## src/rtl/mem_arbiter_pkg.sv

```systemverilog
// Shared definitions for the two-port byte-serial memory arbiter.
package mem_arb_pkg;

  // Load/store access size encoding; both 2 and 3 mean a full word.
  localparam logic [1:0] SIZE_BYTE     = 2'd0;
  localparam logic [1:0] SIZE_HALF     = 2'd1;
  localparam logic [1:0] SIZE_WORD     = 2'd2;
  localparam logic [1:0] SIZE_WORD_ALT = 2'd3;

  // Requester identifiers; also the bit position of each port in grant vectors.
  localparam logic ID_IF = 1'b0;
  localparam logic ID_LS = 1'b1;

  typedef enum logic [1:0] {
    ST_IDLE = 2'd0,
    ST_XFER = 2'd1,
    ST_RESP = 2'd2
  } state_e;

  // Number of byte accesses needed for a load/store of the given size.
  function automatic logic [2:0] size_to_n(input logic [1:0] size);
    case (size)
      SIZE_BYTE: return 3'd1;
      SIZE_HALF: return 3'd2;
      default:   return 3'd4;
    endcase
  endfunction

endpackage

```

## src/rtl/mem_arbiter_if.sv

```systemverilog
// Requester and byte-memory bus bundle seen by the arbiter.
interface mem_arbiter_if;
  // Instruction-fetch port
  logic        if_req;
  logic [31:0] if_addr;
  logic        if_gnt;
  logic [31:0] if_rdata;
  logic        if_rvalid;
  // Load/store port
  logic        ls_req;
  logic        ls_we;
  logic [1:0]  ls_size;
  logic [31:0] ls_addr;
  logic [31:0] ls_wdata;
  logic        ls_gnt;
  logic [31:0] ls_rdata;
  logic        ls_rvalid;
  // Byte-wide memory port
  logic        mem_en;
  logic        mem_we;
  logic [31:0] mem_addr;
  logic [7:0]  mem_wdata;
  logic [7:0]  mem_rdata;

  // Arbiter side
  modport slave (
    input  if_req, if_addr, ls_req, ls_we, ls_size, ls_addr, ls_wdata, mem_rdata,
    output if_gnt, if_rdata, if_rvalid, ls_gnt, ls_rdata, ls_rvalid,
           mem_en, mem_we, mem_addr, mem_wdata
  );

  // Requesters plus memory side
  modport master (
    output if_req, if_addr, ls_req, ls_we, ls_size, ls_addr, ls_wdata, mem_rdata,
    input  if_gnt, if_rdata, if_rvalid, ls_gnt, ls_rdata, ls_rvalid,
           mem_en, mem_we, mem_addr, mem_wdata
  );
endinterface

```

## src/rtl/rr_arbiter2.sv

```systemverilog
// Two-requester round-robin selector with its own last-granted marker.
module rr_arbiter2
  import mem_arb_pkg::*;
(
  input  logic       clk,
  input  logic       rst_n,
  input  logic       i_en,     // selection allowed this cycle
  input  logic [1:0] i_req,    // bit ID_IF = fetch, bit ID_LS = load/store
  output logic [1:0] o_gnt
);

  logic r_last;

  // Pick a winner: a lone request always wins, a tie goes to the port not granted last.
  always_comb begin
    // NOTE: default assignment first so no path leaves o_gnt unassigned (no latch).
    o_gnt = 2'b00;
    if (i_en) begin
      if (i_req == 2'b11) o_gnt = (r_last == ID_IF) ? 2'b10 : 2'b01;
      else                o_gnt = i_req;
    end
  end

  // Remember who won; resets to fetch so the first tie goes to load/store.
  always_ff @(posedge clk) begin
    // NOTE: state uses non-blocking assignments so every flop sees pre-edge values.
    if (!rst_n)       r_last <= ID_IF;
    else if (|o_gnt)  r_last <= o_gnt[1];
  end

endmodule

```

## src/rtl/mem_arbiter.sv

```systemverilog
// Arbitrates fetch and load/store requests onto a byte-serial memory port.
module mem_arbiter
  import mem_arb_pkg::*;
(
  input  logic          clk,
  input  logic          rst_n,
  mem_arbiter_if.slave  bus
);

  state_e      r_state;
  logic [2:0]  r_cnt;       // index of the byte issued this XFER cycle
  logic [2:0]  r_n;         // bytes in the current transfer
  logic [31:0] r_addr;
  logic [31:0] r_wdata;
  logic [31:0] r_acc;       // read bytes collected so far
  logic [31:0] r_if_rdata;
  logic [31:0] r_ls_rdata;
  logic        r_we;
  logic        r_id;

  logic        w_idle, w_xfer, w_resp;
  logic        w_if_rvalid, w_ls_rvalid;
  logic [1:0]  w_gnt;
  logic [2:0]  w_prev, w_lane;
  logic [31:0] w_final;

  assign w_idle = (r_state == ST_IDLE);
  assign w_xfer = (r_state == ST_XFER);
  assign w_resp = (r_state == ST_RESP);
  assign w_prev = r_cnt - 3'd1;   // byte whose read data arrives this cycle
  assign w_lane = r_n - 3'd1;     // last byte, still on mem_rdata during RESP

  rr_arbiter2 u_rr (
    .clk   (clk),
    .rst_n (rst_n),
    .i_en  (w_idle & rst_n),
    .i_req ({bus.ls_req, bus.if_req}),
    .o_gnt (w_gnt)
  );

  // Final response word: collected bytes plus the last byte arriving in RESP; stores return 0.
  always_comb begin
    w_final = r_acc;
    w_final[{w_lane[1:0], 3'b000} +: 8] = bus.mem_rdata;
    if (r_we) w_final = '0;
  end

  assign w_if_rvalid = w_resp & rst_n & (r_id == ID_IF);
  assign w_ls_rvalid = w_resp & rst_n & (r_id == ID_LS);

  assign bus.if_gnt    = w_gnt[ID_IF];
  assign bus.ls_gnt    = w_gnt[ID_LS];
  assign bus.if_rvalid = w_if_rvalid;
  assign bus.ls_rvalid = w_ls_rvalid;
  assign bus.if_rdata  = w_if_rvalid ? w_final : r_if_rdata;
  assign bus.ls_rdata  = w_ls_rvalid ? w_final : r_ls_rdata;

  assign bus.mem_en    = w_xfer;
  assign bus.mem_we    = w_xfer & r_we;
  assign bus.mem_addr  = w_xfer ? (r_addr + {29'd0, r_cnt}) : '0;
  assign bus.mem_wdata = w_xfer ? r_wdata[{r_cnt[1:0], 3'b000} +: 8] : '0;

  // IDLE/XFER/RESP sequencer: capture on grant, walk N bytes, then respond.
  always_ff @(posedge clk) begin
    if (!rst_n) begin
      r_state    <= ST_IDLE;
      r_cnt      <= '0;
      r_n        <= '0;
      r_addr     <= '0;
      r_wdata    <= '0;
      r_acc      <= '0;
      r_if_rdata <= '0;
      r_ls_rdata <= '0;
      r_we       <= 1'b0;
      r_id       <= ID_IF;
    end else begin
      case (r_state)
        ST_IDLE: begin
          if (|w_gnt) begin
            r_state <= ST_XFER;
            r_cnt   <= '0;
            r_acc   <= '0;
            r_id    <= w_gnt[ID_LS];
            if (w_gnt[ID_LS]) begin
              r_addr  <= bus.ls_addr;
              r_we    <= bus.ls_we;
              r_wdata <= bus.ls_wdata;
              r_n     <= size_to_n(bus.ls_size);
            end else begin
              r_addr  <= bus.if_addr;
              r_we    <= 1'b0;
              r_wdata <= '0;
              r_n     <= 3'd4;
            end
          end
        end
        ST_XFER: begin
          if (!r_we && r_cnt != 3'd0)
            r_acc[{w_prev[1:0], 3'b000} +: 8] <= bus.mem_rdata;
          r_cnt <= r_cnt + 3'd1;
          if (r_cnt == w_lane) r_state <= ST_RESP;
        end
        ST_RESP: begin
          r_state <= ST_IDLE;
          if (r_id == ID_IF) r_if_rdata <= w_final;
          else               r_ls_rdata <= w_final;
        end
        default: r_state <= ST_IDLE;
      endcase
    end
  end

endmodule

```

## src/flat_wrapper.sv

```systemverilog
// flat-port wrapper written by rule: the top's interface ports become plain ports
module mem_arbiter_flat import mem_arb_pkg::*;
  (clk, rst_n, bus_if_req, bus_if_addr, bus_ls_req, bus_ls_we, bus_ls_size, bus_ls_addr, bus_ls_wdata, bus_mem_rdata, bus_if_gnt, bus_if_rdata, bus_if_rvalid, bus_ls_gnt, bus_ls_rdata, bus_ls_rvalid, bus_mem_en, bus_mem_we, bus_mem_addr, bus_mem_wdata);
  mem_arbiter_if bus_i ();
  input  logic clk;
  input  logic rst_n;
  input wire logic [$bits(bus_i.if_req)-1:0] bus_if_req;
  input wire logic [$bits(bus_i.if_addr)-1:0] bus_if_addr;
  input wire logic [$bits(bus_i.ls_req)-1:0] bus_ls_req;
  input wire logic [$bits(bus_i.ls_we)-1:0] bus_ls_we;
  input wire logic [$bits(bus_i.ls_size)-1:0] bus_ls_size;
  input wire logic [$bits(bus_i.ls_addr)-1:0] bus_ls_addr;
  input wire logic [$bits(bus_i.ls_wdata)-1:0] bus_ls_wdata;
  input wire logic [$bits(bus_i.mem_rdata)-1:0] bus_mem_rdata;
  output wire logic [$bits(bus_i.if_gnt)-1:0] bus_if_gnt;
  output wire logic [$bits(bus_i.if_rdata)-1:0] bus_if_rdata;
  output wire logic [$bits(bus_i.if_rvalid)-1:0] bus_if_rvalid;
  output wire logic [$bits(bus_i.ls_gnt)-1:0] bus_ls_gnt;
  output wire logic [$bits(bus_i.ls_rdata)-1:0] bus_ls_rdata;
  output wire logic [$bits(bus_i.ls_rvalid)-1:0] bus_ls_rvalid;
  output wire logic [$bits(bus_i.mem_en)-1:0] bus_mem_en;
  output wire logic [$bits(bus_i.mem_we)-1:0] bus_mem_we;
  output wire logic [$bits(bus_i.mem_addr)-1:0] bus_mem_addr;
  output wire logic [$bits(bus_i.mem_wdata)-1:0] bus_mem_wdata;
  assign bus_i.if_req = bus_if_req;
  assign bus_i.if_addr = bus_if_addr;
  assign bus_i.ls_req = bus_ls_req;
  assign bus_i.ls_we = bus_ls_we;
  assign bus_i.ls_size = bus_ls_size;
  assign bus_i.ls_addr = bus_ls_addr;
  assign bus_i.ls_wdata = bus_ls_wdata;
  assign bus_i.mem_rdata = bus_mem_rdata;
  assign bus_if_gnt = bus_i.if_gnt;
  assign bus_if_rdata = bus_i.if_rdata;
  assign bus_if_rvalid = bus_i.if_rvalid;
  assign bus_ls_gnt = bus_i.ls_gnt;
  assign bus_ls_rdata = bus_i.ls_rdata;
  assign bus_ls_rvalid = bus_i.ls_rvalid;
  assign bus_mem_en = bus_i.mem_en;
  assign bus_mem_we = bus_i.mem_we;
  assign bus_mem_addr = bus_i.mem_addr;
  assign bus_mem_wdata = bus_i.mem_wdata;
  mem_arbiter u_core (.clk(clk), .rst_n(rst_n), .bus(bus_i));
endmodule
```

## config.mk

```make
export PLATFORM = sky130hd
export DESIGN_NAME = mem_arbiter_flat
export DESIGN_NICKNAME = d
export VERILOG_FILES = /design/src/rtl/mem_arbiter_pkg.sv /design/src/rtl/mem_arbiter_if.sv /design/src/rtl/rr_arbiter2.sv /design/src/rtl/mem_arbiter.sv /design/src/flat_wrapper.sv
export SDC_FILE = /design/constraint.sdc
export NUM_CORES = 1
export LEC_CHECK = 0
export BUFFER_PORTS_ARGS = -buffer_cell sky130_fd_sc_hd__buf_2
export CORE_MARGIN = 10
export CORE_UTILIZATION = 50
export DETAILED_ROUTE_END_ITERATION = 8
export GPL_TIMING_DRIVEN = 1
export PLACE_DENSITY = 0.72
export REMOVE_ABC_BUFFERS = 1
export SLEW_MARGIN = 15
export SYNTH_ARGS = -nofsm -noshare
export SYNTH_HDL_FRONTEND = slang
export SYNTH_SLANG_ARGS = --single-unit
```

## constraint.sdc

```tcl
create_clock -name clk -period 3.6 [get_ports clk]
set_clock_uncertainty 0.1 [all_clocks]
set_input_delay 0.54 -clock clk [delete_from_list [all_inputs] [get_ports clk]]
set_output_delay 0.54 -clock clk [all_outputs]
set_load 0.1 [all_outputs]
```

==> metrics.md, run 1 <==
| Metric | Value |
|---|---|
| Outcome | `completed` |
| Crit-path slowest cell | `fa_1` |
| Reg clk slew, reported paths | `about 0.070 ns` |
| Share of cells above drive strength 1 | `0.245` |
| DIE HEIGHT | `154 um` |
| Global routing's busiest layer | `met2` |
| Worst-case vdd ir drop | `around 0.00036 V` |
| Die width | `154 um` |
| TritonRoute pass-1 iters | `6` |
| Share of the synthesized area in the top cell type | `0.383` |
| Seq/Total Area, Yosys | `0.383` |
| Final core utilization | `0.694` |
| Fin crit share | `0.950` |
| Synth area leaders | `dfxtp_1 (38%), a21o_1 (11%), nor2b_1 (5.2%)` |
| Detailed placer's ending HPWL | `between 15,000 and 20,000 um` |
| FMAX | `292 MHz` |
| Crit path kind | `reg -> out` |
| Met3 Usage GRT | `0.0722` |
| Root Buffer | `clkbuf_16` |
| Total GRT Usage | `0.212` |
| Cells after synthesis | `1,063` |
| Routed Antenna Nets | `0` |
| LEAKAGE | `between 6 and 7 nW` |
| Final Setup Violations | `0` |
| Row cnt | `48` |
| Routed WL | `26,100 um` |
| CP Data Arrival Time | `~2.8 ns` |
| Clock Latency Late Sink | `about 0.42 ns` |
| Worst Setup End Kind | `output port` |
| Vias per Instance | `5.64` |
| Synth async-reset ratio | `0` |
| First-pass GRT wire length | `42,000 um` |
| Total CTS buffers | `17` |
| Yosys cell types | `53` |
| CORE AREA | `0.0174 sq mm` |
| Final net count | `approximately 1,400` |
| GP Congestion | `between 0.8 and 0.9` |
| Leading area contributor after synthesis | `dfxtp_1` |
| Period minus WS final | `3.42 ns` |
| Vias in the first global route | `8,350` |
| Initial antenna violation count | `5` |
| Routed vias | `8,412` |
| Worst-path cell chain | `ha_1 > inv_1 > fa_1 > nor2b_2 > o211ai_1 > buf_4 > nor4_1 > xnor2_1 > nor2_1 > buf_12` |
| WP data required | `2.96 ns` |
| Initial core utilization | `0.513` |
| CTS tree | `yes` |
| #FFs+latches synth | `171` |
| Cell area power density | `388 mW/mm^2` |
| Area growth, synth to finish | `35.3%` |
| Max-cap violations | `0` |
| I/O Pins | `between 200 and 250` |
| H-tree Lvls | `4` |
| CTS Buffer Depth | `2` |
| Max_slew headroom | `0.462` |
| Worst Setup Start Kind | `flop` |
| DIE AREA | `approximately 0.024 sq mm` |
| Final Max Tran Viols | `0` |
| Final hold violations | `0` |
| Drt initial violations | `536` |
| Met2 Use GR | `0.360` |
| Setup TNS | `0 ns` |
| Largest net degree at the start of global routing | `65` |
| Synth Flop Type | `dfxtp_1` |
| Syn Area/Cell | `8.41 sq um` |
| RSZ-0062 raised after global routing | `no` |
| Worst slew pin tran | `0.803 ns` |
| Critical-path maximum fanout | `6` |
| Worst Hold Class | `in -> reg` |
| Grt met1 use | `0.249` |
| Port Buf Inserts | `220` |
| Post-synth EDFFs | `0` |
| Cell area after synthesis | `0.00894 sq mm` |
| GR Overflow Total | `0` |
| Worst stage delay on the critical path | `roughly 0.39 ns` |
| CTS sink cnt | `171` |
| Syn. warnings | `0` |
| # DRC | `0` |
| Post-DR wirelength/cell | `17.5 um` |
## what timing repair did
action	in CTS	in global routing
gates resized for setup	0	4
hold buffers	0	0
setup endpoints to repair	0	33
buffers inserted	0	2
## worst max-delay path, delay by kind of cell, from the launching register on
family	cells	cell delay, ns
buf+inv	3	0.46
flops	1	0.34
compound gates	1	0.15
simple gates	3	0.74
xor+xnor	1	0.10
fa+ha+maj	2	0.57
## Yosys cell counts, drive strengths merged, types with 5 or more instances
cell type and count:
o31ai 24, nand3 62, clkbuf 58, nand2b 15, ha 13, inv 12
nor4 5, nor3 34, buf 17, and3 6, nor2 66, or2 11
xor2 11, a21o 129, o21bai 5, nor2b 74, a21oi 37, nand4 8
nand2 116, mux4 8, a22oi 34, o211a 32, and4 5, a21boi 11
xnor2 15, nor3b 10, o21ai 8, and2 43, dfxtp 171
## logic make-up (layout without fill, tap and decap cells)
kind of cell / Yosys count / after routing / synth area share
mux: 9 / 9 / 0.0213
fa+ha+maj: 14 / 14 / 0.0204
flops: 171 / 171 / 0.383
buf+inv: 88 / 288 / 0.0396
other cells: 0 / 3 / 0
compound gates: 291 / 291 / 0.242
simple gates: 464 / 464 / 0.269
xor+xnor: 26 / 26 / 0.0255
## cell type report
cell class / count / area [sq um]
diodes: 3 / 7.51
clock buffers: 19 / 453
clock inverters: 12 / 115
fillers: 1389 / 5320
inverters: 13 / 48.8
multi-input cells: 804 / 5190
flip-flops and latches: 171 / 3420
well taps: 225 / 282
repair buffers: 244 / 2570
## sequential cells by signal (all words and copies together), names as in the netlist
register,count
u_core.r_acc,32
u_core.r_addr,32
u_core.r_cnt,3
u_core.r_id,1
u_core.r_if_rdata,32
u_core.r_ls_rdata,32
u_core.r_n,3
u_core.r_state,2
u_core.r_wdata,32
u_core.r_we,1
u_core.u_rr.r_last,1
## metrics by stage
stage	cell area, sq um	hold WS (ns)	std cells	worst slack [ns]	total power (W)
after floorplan	8640	0.327	988	-0.818	0.00263
after global placement	11500	0.333	1455	0.594	0.00294
after detailed placement	11500	0.339	1455	0.473	0.00295
after CTS	12100	0.276	1486	0.00370	0.00471
after global routing	12100	0.278	1489	0.0386	0.00486
final	12100	0.285	1491	0.181	0.00469
## final timing paths
path	startpoint	to	slack, ns	depth (start not counted)
setup / recovery	u_core.r_addr[0]$_SDFFE_PN0P_	bus_mem_addr[20]	0.18	10
hold / removal	bus_ls_wdata[29]	u_core.r_wdata[29]$_SDFFE_PN0P_	0.28	3
setup reg to reg	u_core.r_cnt[0]$_SDFFE_PN0P_	u_core.r_acc[0]$_SDFFE_PN0P_	1.33	7
hold reg to reg	u_core.r_ls_rdata[3]$_SDFFE_PN0P_	u_core.r_ls_rdata[3]$_SDFFE_PN0P_	0.35	1
## metal layers
metal,routed length (um),part of all wire,up-vias
met1,11000,0.42,3994
met3,1990,0.076,29
li1,-,-,4111
met5,13,0.00050,-
met2,12600,0.48,276
met4,434,0.017,2
## report_power, final
part           total [W]  switching, W  internal, W
registers        0.00203     0.0000704      0.00196
logic           0.000883      0.000592     0.000291
clock network    0.00178      0.000785     0.000990
total            0.00469       0.00145      0.00324
## layout by cell type, fill, tap and decap left out, drive strengths merged, types with 13 or more instances in the layout
master,instances
a21o,129
a21oi,37
a22oi,34
and2,43
buf,244
clkbuf,19
dfxtp,171
ha,13
inv,14
nand2,116
nand2b,15
nand3,62
nor2,66
nor2b,74
nor3,34
o211a,32
o31ai,24
xnor2,15
Note: power is estimated with default switching activity, not from simulation.
==> run 2: changes to the inputs <==
BUFFER_PORTS_ARGS = -buffer_cell sky130_fd_sc_hd__clkbuf_2   (was -buffer_cell sky130_fd_sc_hd__buf_2)
CORE_ASPECT_RATIO = 0.9   (was not set)
==> run 2 against run 1 <==
Net effect:
- wire length down 0.98%
- global-route usage hardly changed
- first-iteration DRC count rose by 13%
- worst setup slack improved by 0.0076 ns
==> metrics.md, run 2 (synthesized netlist as in run 1, its figures left out) <==
| Metric | Value |
|---|---|
| RSZ-0062 raised after global routing | `no` |
| Critical Path End | `bus_ls_rdata[27]` |
| WP buf/inv | `3` |
| Reg clk slew, reported paths | `0.07 ns` |
| # DRC | `0` |
| DIE HEIGHT | `147 um` |
| Routed vias | `about 8,400` |
| Worst R2R Setup Slack | `around 1.1 ns` |
| Crit path kind | `reg -> out` |
| Final net count | `1,372` |
| Port Buf Inserts | `220` |
| Final hold slack | `0.288 ns` |
| Hold_buf cts | `0` |
| Row cnt | `46` |
| Outcome | `completed` |
| Vias in the first global route | `between 8,000 and 9,000` |
| Reg2reg start | `u_core.r_state[1]$_SDFFE_PN0P_` |
| Critical-path maximum fanout | `10` |
| Share of cells above drive strength 1 | `0.242` |
| Most common library cell in the layout ignoring fill and taps | `dfxtp_1` |
| Total CTS buffers | `17` |
| Fill cells | `1,408` |
| Drt initial violations | `606` |
| FMAX | `~290 MHz` |
| Initial core utilization | `0.508` |
| Fin crit share | `0.948` |
| CORE AREA | `0.0176 sq mm` |
| Most frequent cells in the layout | `dfxtp_1 (170), a21o_1 (129), nand2_1 (116)` |
| Routed WL | `25,800 um` |
| CTS sink cnt | `171` |
| Reg-to-Reg End | `u_core.r_acc[2]$_SDFFE_PN0P_` |
| Cell area power density | `about 390 mW/mm^2` |
| CTS tree | `yes` |
| H-tree Lvls | `4` |
| Die width | `161 um` |
| Max_slew headroom | `0.389` |
| Root Buffer | `clkbuf_16` |
| Total GRT Usage | `0.212` |
| GP Congestion | `0.877` |
| Multi-input combinational cell area | `0.00519 sq mm` |
| DIE AREA | `0.0236 sq mm` |
| Worst Reg-to-Reg Cells | `7` |
| CP Data Arrival Time | `about 2.8 ns` |
| First-pass GRT wire length | `42,000 um` |
| LEAKAGE | `6.18 nW` |
| Final hold violations | `0` |
| Worst slew pin tran | `0.917 ns` |
| Critical path startpoint | `u_core.r_n[0]$_SDFFE_PN0P_` |
| TritonRoute pass-1 iters | `5` |
| Largest delay contributor family on the critical path | `simple AND/OR/NAND/NOR gates` |
| Worst Setup End Kind | `output port` |
| Final Setup Violations | `0` |
| WP data required | `2.96 ns` |
| Worst Setup Start Kind | `flop` |
| Initial antenna violation count | `2` |
| Crit-path slowest cell | `ha_1` |
| Worst Hold Class | `in -> reg` |
| Worst-case vdd ir drop | `approximately 0.00034 V` |
| CTS Buffer Depth | `2` |
| Largest net degree at the start of global routing | `101` |
| I/O Pins | `221` |
| Period minus WS final | `3.41 ns` |
| Post-DR wirelength/cell | `17.2 um` |
| Worst-path cell chain | `inv_1 > ha_1 > nor3b_1 > buf_4 > nor2b_1 > a21oi_1 > nor3_1 > a21o_1 > buf_12` |
| Vias per Instance | `about 5.6` |
| Detailed placer's ending HPWL | `18,200 um` |
| Worst stage delay on the critical path | `just over 0.4 ns` |
| Max-cap violations | `0` |
| Routed Antenna Nets | `0` |
| Clock Latency Late Sink | `approximately 0.43 ns` |
| Final Max Tran Viols | `0` |
| Area growth, synth to finish | `37.6%` |
| GR Overflow Total | `0` |
| FF+latch area | `0.00342 sq mm` |
| Final Power | `0.00478 W` |
| Instance count on the critical path | `9` |
[run 2: cell count changes in the layout (fill, tap and decap cells not counted), sizes merged]
cell      change
clkinv        +3
bufinv        +1
diode         -2
clkinvlp      -4
clkbuf      +111
buf         -117
inv           +3
[run 2: repair_timing]
| item | 4_1_cts | 5_1_grt |
|---|---|---|
| setup buffers | 0 | 1 |
| endpoints found under the setup margin | 0 | 14 |
| resized for setup | 0 | 3 |
[run 2: layout make-up]
type                       count  area share
antenna                        1    0.000203
clock buffer                  17      0.0346
clock inverter                15      0.0133
inverter                      13     0.00397
multi-input combinational    804       0.422
sequential                   171       0.278
tap                          240      0.0244
timing repair buffer         240       0.223
[run 2: how the worst min path moves through the flow]
| stage | from | endpoint | slack (ns) | cells past startpoint |
|---|---|---|---|---|
| after floorplan | u_core.r_if_rdata[19]$_SDFFE_PN0P_ | u_core.r_if_rdata[19]$_SDFFE_PN0P_ | 0.33 | 1 |
| after global placement | u_core.r_ls_rdata[13]$_SDFFE_PN0P_ | u_core.r_ls_rdata[13]$_SDFFE_PN0P_ | 0.33 | 1 |
| after detailed placement | u_core.r_ls_rdata[22]$_SDFFE_PN0P_ | u_core.r_ls_rdata[22]$_SDFFE_PN0P_ | 0.34 | 1 |
| after CTS | bus_ls_wdata[30] | u_core.r_wdata[30]$_SDFFE_PN0P_ | 0.27 | 3 |
| after global routing | bus_ls_wdata[9] | u_core.r_wdata[9]$_SDFFE_PN0P_ | 0.28 | 3 |
| final | bus_ls_wdata[5] | u_core.r_wdata[5]$_SDFFE_PN0P_ | 0.29 | 3 |
[run 2: metal layers]
metal	vias up	wire, um	GRT usage
li1	4109	-	-
met1	3977	11100	0.264
met2	254	12400	0.345
met3	27	1950	0.0668
met4	2	334	0.0591
met5	-	13	0
[run 2: worst register-to-register path, cell delays in order, from the launching register on]
cell	delay, ns
dfxtp_1	0.37
nand2b_1	0.13
buf_4	0.35
clkinv_1	0.68
nand2_1	0.30
nor2_1	0.19
nand3_1	0.14
a21boi_0	0.10
[run 2: metrics by stage]
step	setup TNS [ns]	utilization	instances	setup slack (ns)	instance area [sq um]
global placement	0	0.664	1467	0.583	11700
global route	0	0.698	1501	0.00617	12300
floorplan	-12.21	-	988	-0.818	8640
detailed placement	0	0.664	1467	0.508	11700
CTS	0	0.697	1499	0.0249	12300
finish	0	0.698	1501	0.189	12300
[run 2: power breakdown]
part           leakage [nW]  internal, W  total, W  switching [W]
registers              1.39      0.00196   0.00203      0.0000692
logic                  4.50     0.000315  0.000913       0.000598
clock network         0.290      0.00104   0.00184       0.000808
==> run 3: changes to the inputs <==
CELL_PAD_IN_SITES_DETAIL_PLACEMENT = 1   (was not set)
CELL_PAD_IN_SITES_GLOBAL_PLACEMENT = 1   (was not set)
CORE_UTILIZATION = 40   (was 50)
PLACE_DENSITY = 0.77   (was 0.72)
==> run 3 against run 2 <==
Net effect:
- sequential cell count unchanged
- register-to-register slack got worse by 0.11 ns
- global-route usage grew 0.27 points
- cell area is 0.75% higher
- sequential share of layout area is 0.21 points lower
- fmax decreased by 0.21%
- clock power up 3%
- die area up 22%
- core utilization decreased by 13 points
- worst setup slack got worse by 0.0072 ns
- critical path type unchanged
- largest power group unchanged
- highest routed layer is now met4
==> metrics.md, run 3 (synthesized netlist as in run 1, its figures left out) <==
| Metric | Value |
|---|---|
| Outcome | `completed` |
| Final Setup Violations | `0` |
| Initial core utilization | `0.410` |
| Fin crit share | `0.950` |
| Vias per Instance | `5.57` |
| Max-cap violations | `0` |
| Die width | `178 um` |
| Crit path kind | `reg -> out` |
| Drt initial violations | `453` |
| Critical-path maximum fanout | `12` |
| Worst R2R Setup Slack | `1.02 ns` |
| Initial antenna violation count | `2` |
| Row cnt | `51` |
| Largest delay contributor family on the critical path | `simple AND/OR/NAND/NOR gates` |
| Post-DR wirelength/cell | `about 20 um` |
| Share of cells above drive strength 1 | `0.249` |
| GP Congestion | `0.831` |
| Worst Setup Start Kind | `flop` |
| DIE HEIGHT | `~160 um` |
| Final Max Tran Viols | `0` |
| Routed vias | `8,672` |
| Critical path startpoint | `u_core.r_n[1]$_SDFFE_PN0P_` |
| Reg2reg start | `u_core.r_cnt[0]$_SDFFE_PN0P_` |
| Reg-to-Reg End | `u_core.r_acc[12]$_SDFFE_PN0P_` |
| Instance count on the critical path | `9` |
| CTS sink cnt | `171` |
| Cell Count, Final, Fillers Out | `1,558` |
| Worst slew pin tran | `0.884 ns` |
| Worst-case vdd ir drop | `~0.00024 V` |
| CTS tree | `yes` |
| Worst-path cell chain | `inv_1 > ha_1 > nor4bb_1 > buf_4 > nand3b_1 > a21oi_1 > and2_1 > a21o_1 > buf_12` |
| Most frequent cells in the layout | `dfxtp_1 (170), a21o_1 (129), clkbuf_2 (122)` |
| H-tree Lvls | `4` |
| GR Overflow Total | `0` |
| Fill cells | `~2,600` |
| CORE AREA | `0.0218 sq mm` |
| Critical Path End | `bus_if_rdata[22]` |
| CP Data Arrival Time | `2.78 ns` |
| LEAKAGE | `slightly above 6 nW` |
| Routed WL | `31,600 um` |
| CTS Buffer Depth | `2` |
| Reg clk slew, reported paths | `about 0.07 ns` |
| Cell area after layout | `0.0124 sq mm` |
| Worst Reg-to-Reg Cells | `8` |
| Final hold violations | `0` |
| # DRC | `0` |
| Largest net degree at the start of global routing | `68` |
| Worst Setup End Kind | `output port` |
| Crit-path slowest cell | `dfxtp_1` |
| WP buf/inv | `3` |
| Worst Hold Class | `in -> reg` |
| Vias in the first global route | `9,173` |
| DIE AREA | `0.0287 sq mm` |
| Area growth, synth to finish | `38.6%` |
| Worst stage delay on the critical path | `about 0.4 ns` |
| Routed Antenna Nets | `0` |
| Root Buffer | `clkbuf_16` |
| Most common library cell in the layout ignoring fill and taps | `dfxtp_1` |
| FMAX | `293 MHz` |
| Period minus WS final | `3.42 ns` |
| Cell area power density | `a little under 400 mW/mm^2` |
| Final net count | `~1,400` |
| WP data required | `2.96 ns` |
| TritonRoute pass-1 iters | `5` |
| First-pass GRT wire length | `49,900 um` |
| Post-Place Cells | `1,518` |
| Port Buf Inserts | `220` |
| Max_slew headroom | `0.411` |
| Clock Latency Late Sink | `about 0.43 ns` |
| Total CTS buffers | `17` |
| Hold_buf cts | `0` |
| Placed Area | `0.0117 sq mm` |
| Total GRT Usage | `0.214` |
| I/O Pins | `between 200 and 250` |
| Detailed placer's ending HPWL | `23,100 um` |
| Final hold slack | `0.273 ns` |
-- run 3: metal layers --
| layer | vias up | wire, um | track usage | share of wire |
|---|---|---|---|---|
| li1 | 4115 | - | - | - |
| met1 | 4297 | 13000 | 0.249 | 0.41 |
| met2 | 213 | 15900 | 0.372 | 0.50 |
| met3 | 47 | 2040 | 0.0628 | 0.065 |
| met4 | 0 | 635 | 0.0632 | 0.020 |
| met5 | - | 0 | 0 | 0 |
-- run 3: worst min-delay path by stage --
stage | endpoint | depth (start not counted) | slack, ns | start
2_1_floorplan | u_core.r_if_rdata[19]$_SDFFE_PN0P_ | 1 | 0.33 | u_core.r_if_rdata[19]$_SDFFE_PN0P_
3_3_place_gp | u_core.r_if_rdata[23]$_SDFFE_PN0P_ | 1 | 0.33 | u_core.r_if_rdata[23]$_SDFFE_PN0P_
3_5_place_dp | u_core.r_if_rdata[26]$_SDFFE_PN0P_ | 1 | 0.34 | u_core.r_if_rdata[26]$_SDFFE_PN0P_
4_1_cts | u_core.r_n[2]$_SDFFE_PN0P_ | 3 | 0.26 | bus_ls_size[1]
5_1_grt | u_core.r_n[2]$_SDFFE_PN0P_ | 3 | 0.28 | bus_ls_size[1]
6_report | u_core.r_n[2]$_SDFFE_PN0P_ | 3 | 0.27 | bus_ls_size[1]
-- run 3: power breakdown --
| part | switching (W) | internal, W | leakage, nW |
|---|---|---|---|
| combinational | 0.000623 | 0.000312 | 4.53 |
| sequential | 0.0000732 | 0.00196 | 1.39 |
| clock | 0.000837 | 0.00106 | 0.296 |
-- run 3: final cells by class --
class / count / area [sq um] / area share
multi-input combinational: 804 / 5210 / 0.421
sequential: 171 / 3420 / 0.276
timing repair buffer: 246 / 2740 / 0.221
clock buffer: 19 / 443 / 0.0357
tap: 291 / 364 / 0.0294
clock inverter: 13 / 155 / 0.0125
inverter: 13 / 48.8 / 0.00394
antenna: 1 / 2.50 / 0.000202
-- run 3: worst register-to-register path, stage by stage (launching register included) --
cell and delay (ns):
dfxtp_1 0.31, buf_4 0.22, inv_1 0.19, ha_1 0.17, nand2b_1 0.14, a32oi_1 0.78
clkbuf_2 0.31, o31ai_1 0.09, and2_1 0.17
-- run 3: per-stage QoR --
stage                     TNS [ns]  utilization  total power (W)  setup WS (ns)
after floorplan             -12.21            -          0.00263         -0.818
after global placement           0        0.537          0.00297          0.594
after detailed placement         0        0.537          0.00300          0.456
after CTS                        0        0.564          0.00489         0.0107
after global routing      -0.00376        0.568          0.00505       -0.00376
final                            0        0.568          0.00486          0.182
-- run 3: what timing repair did --
item                       CTS  global route
setup buffers                0             5
setup endpoints to repair    1            45
pin swaps                    0             2
resized for setup            1             7
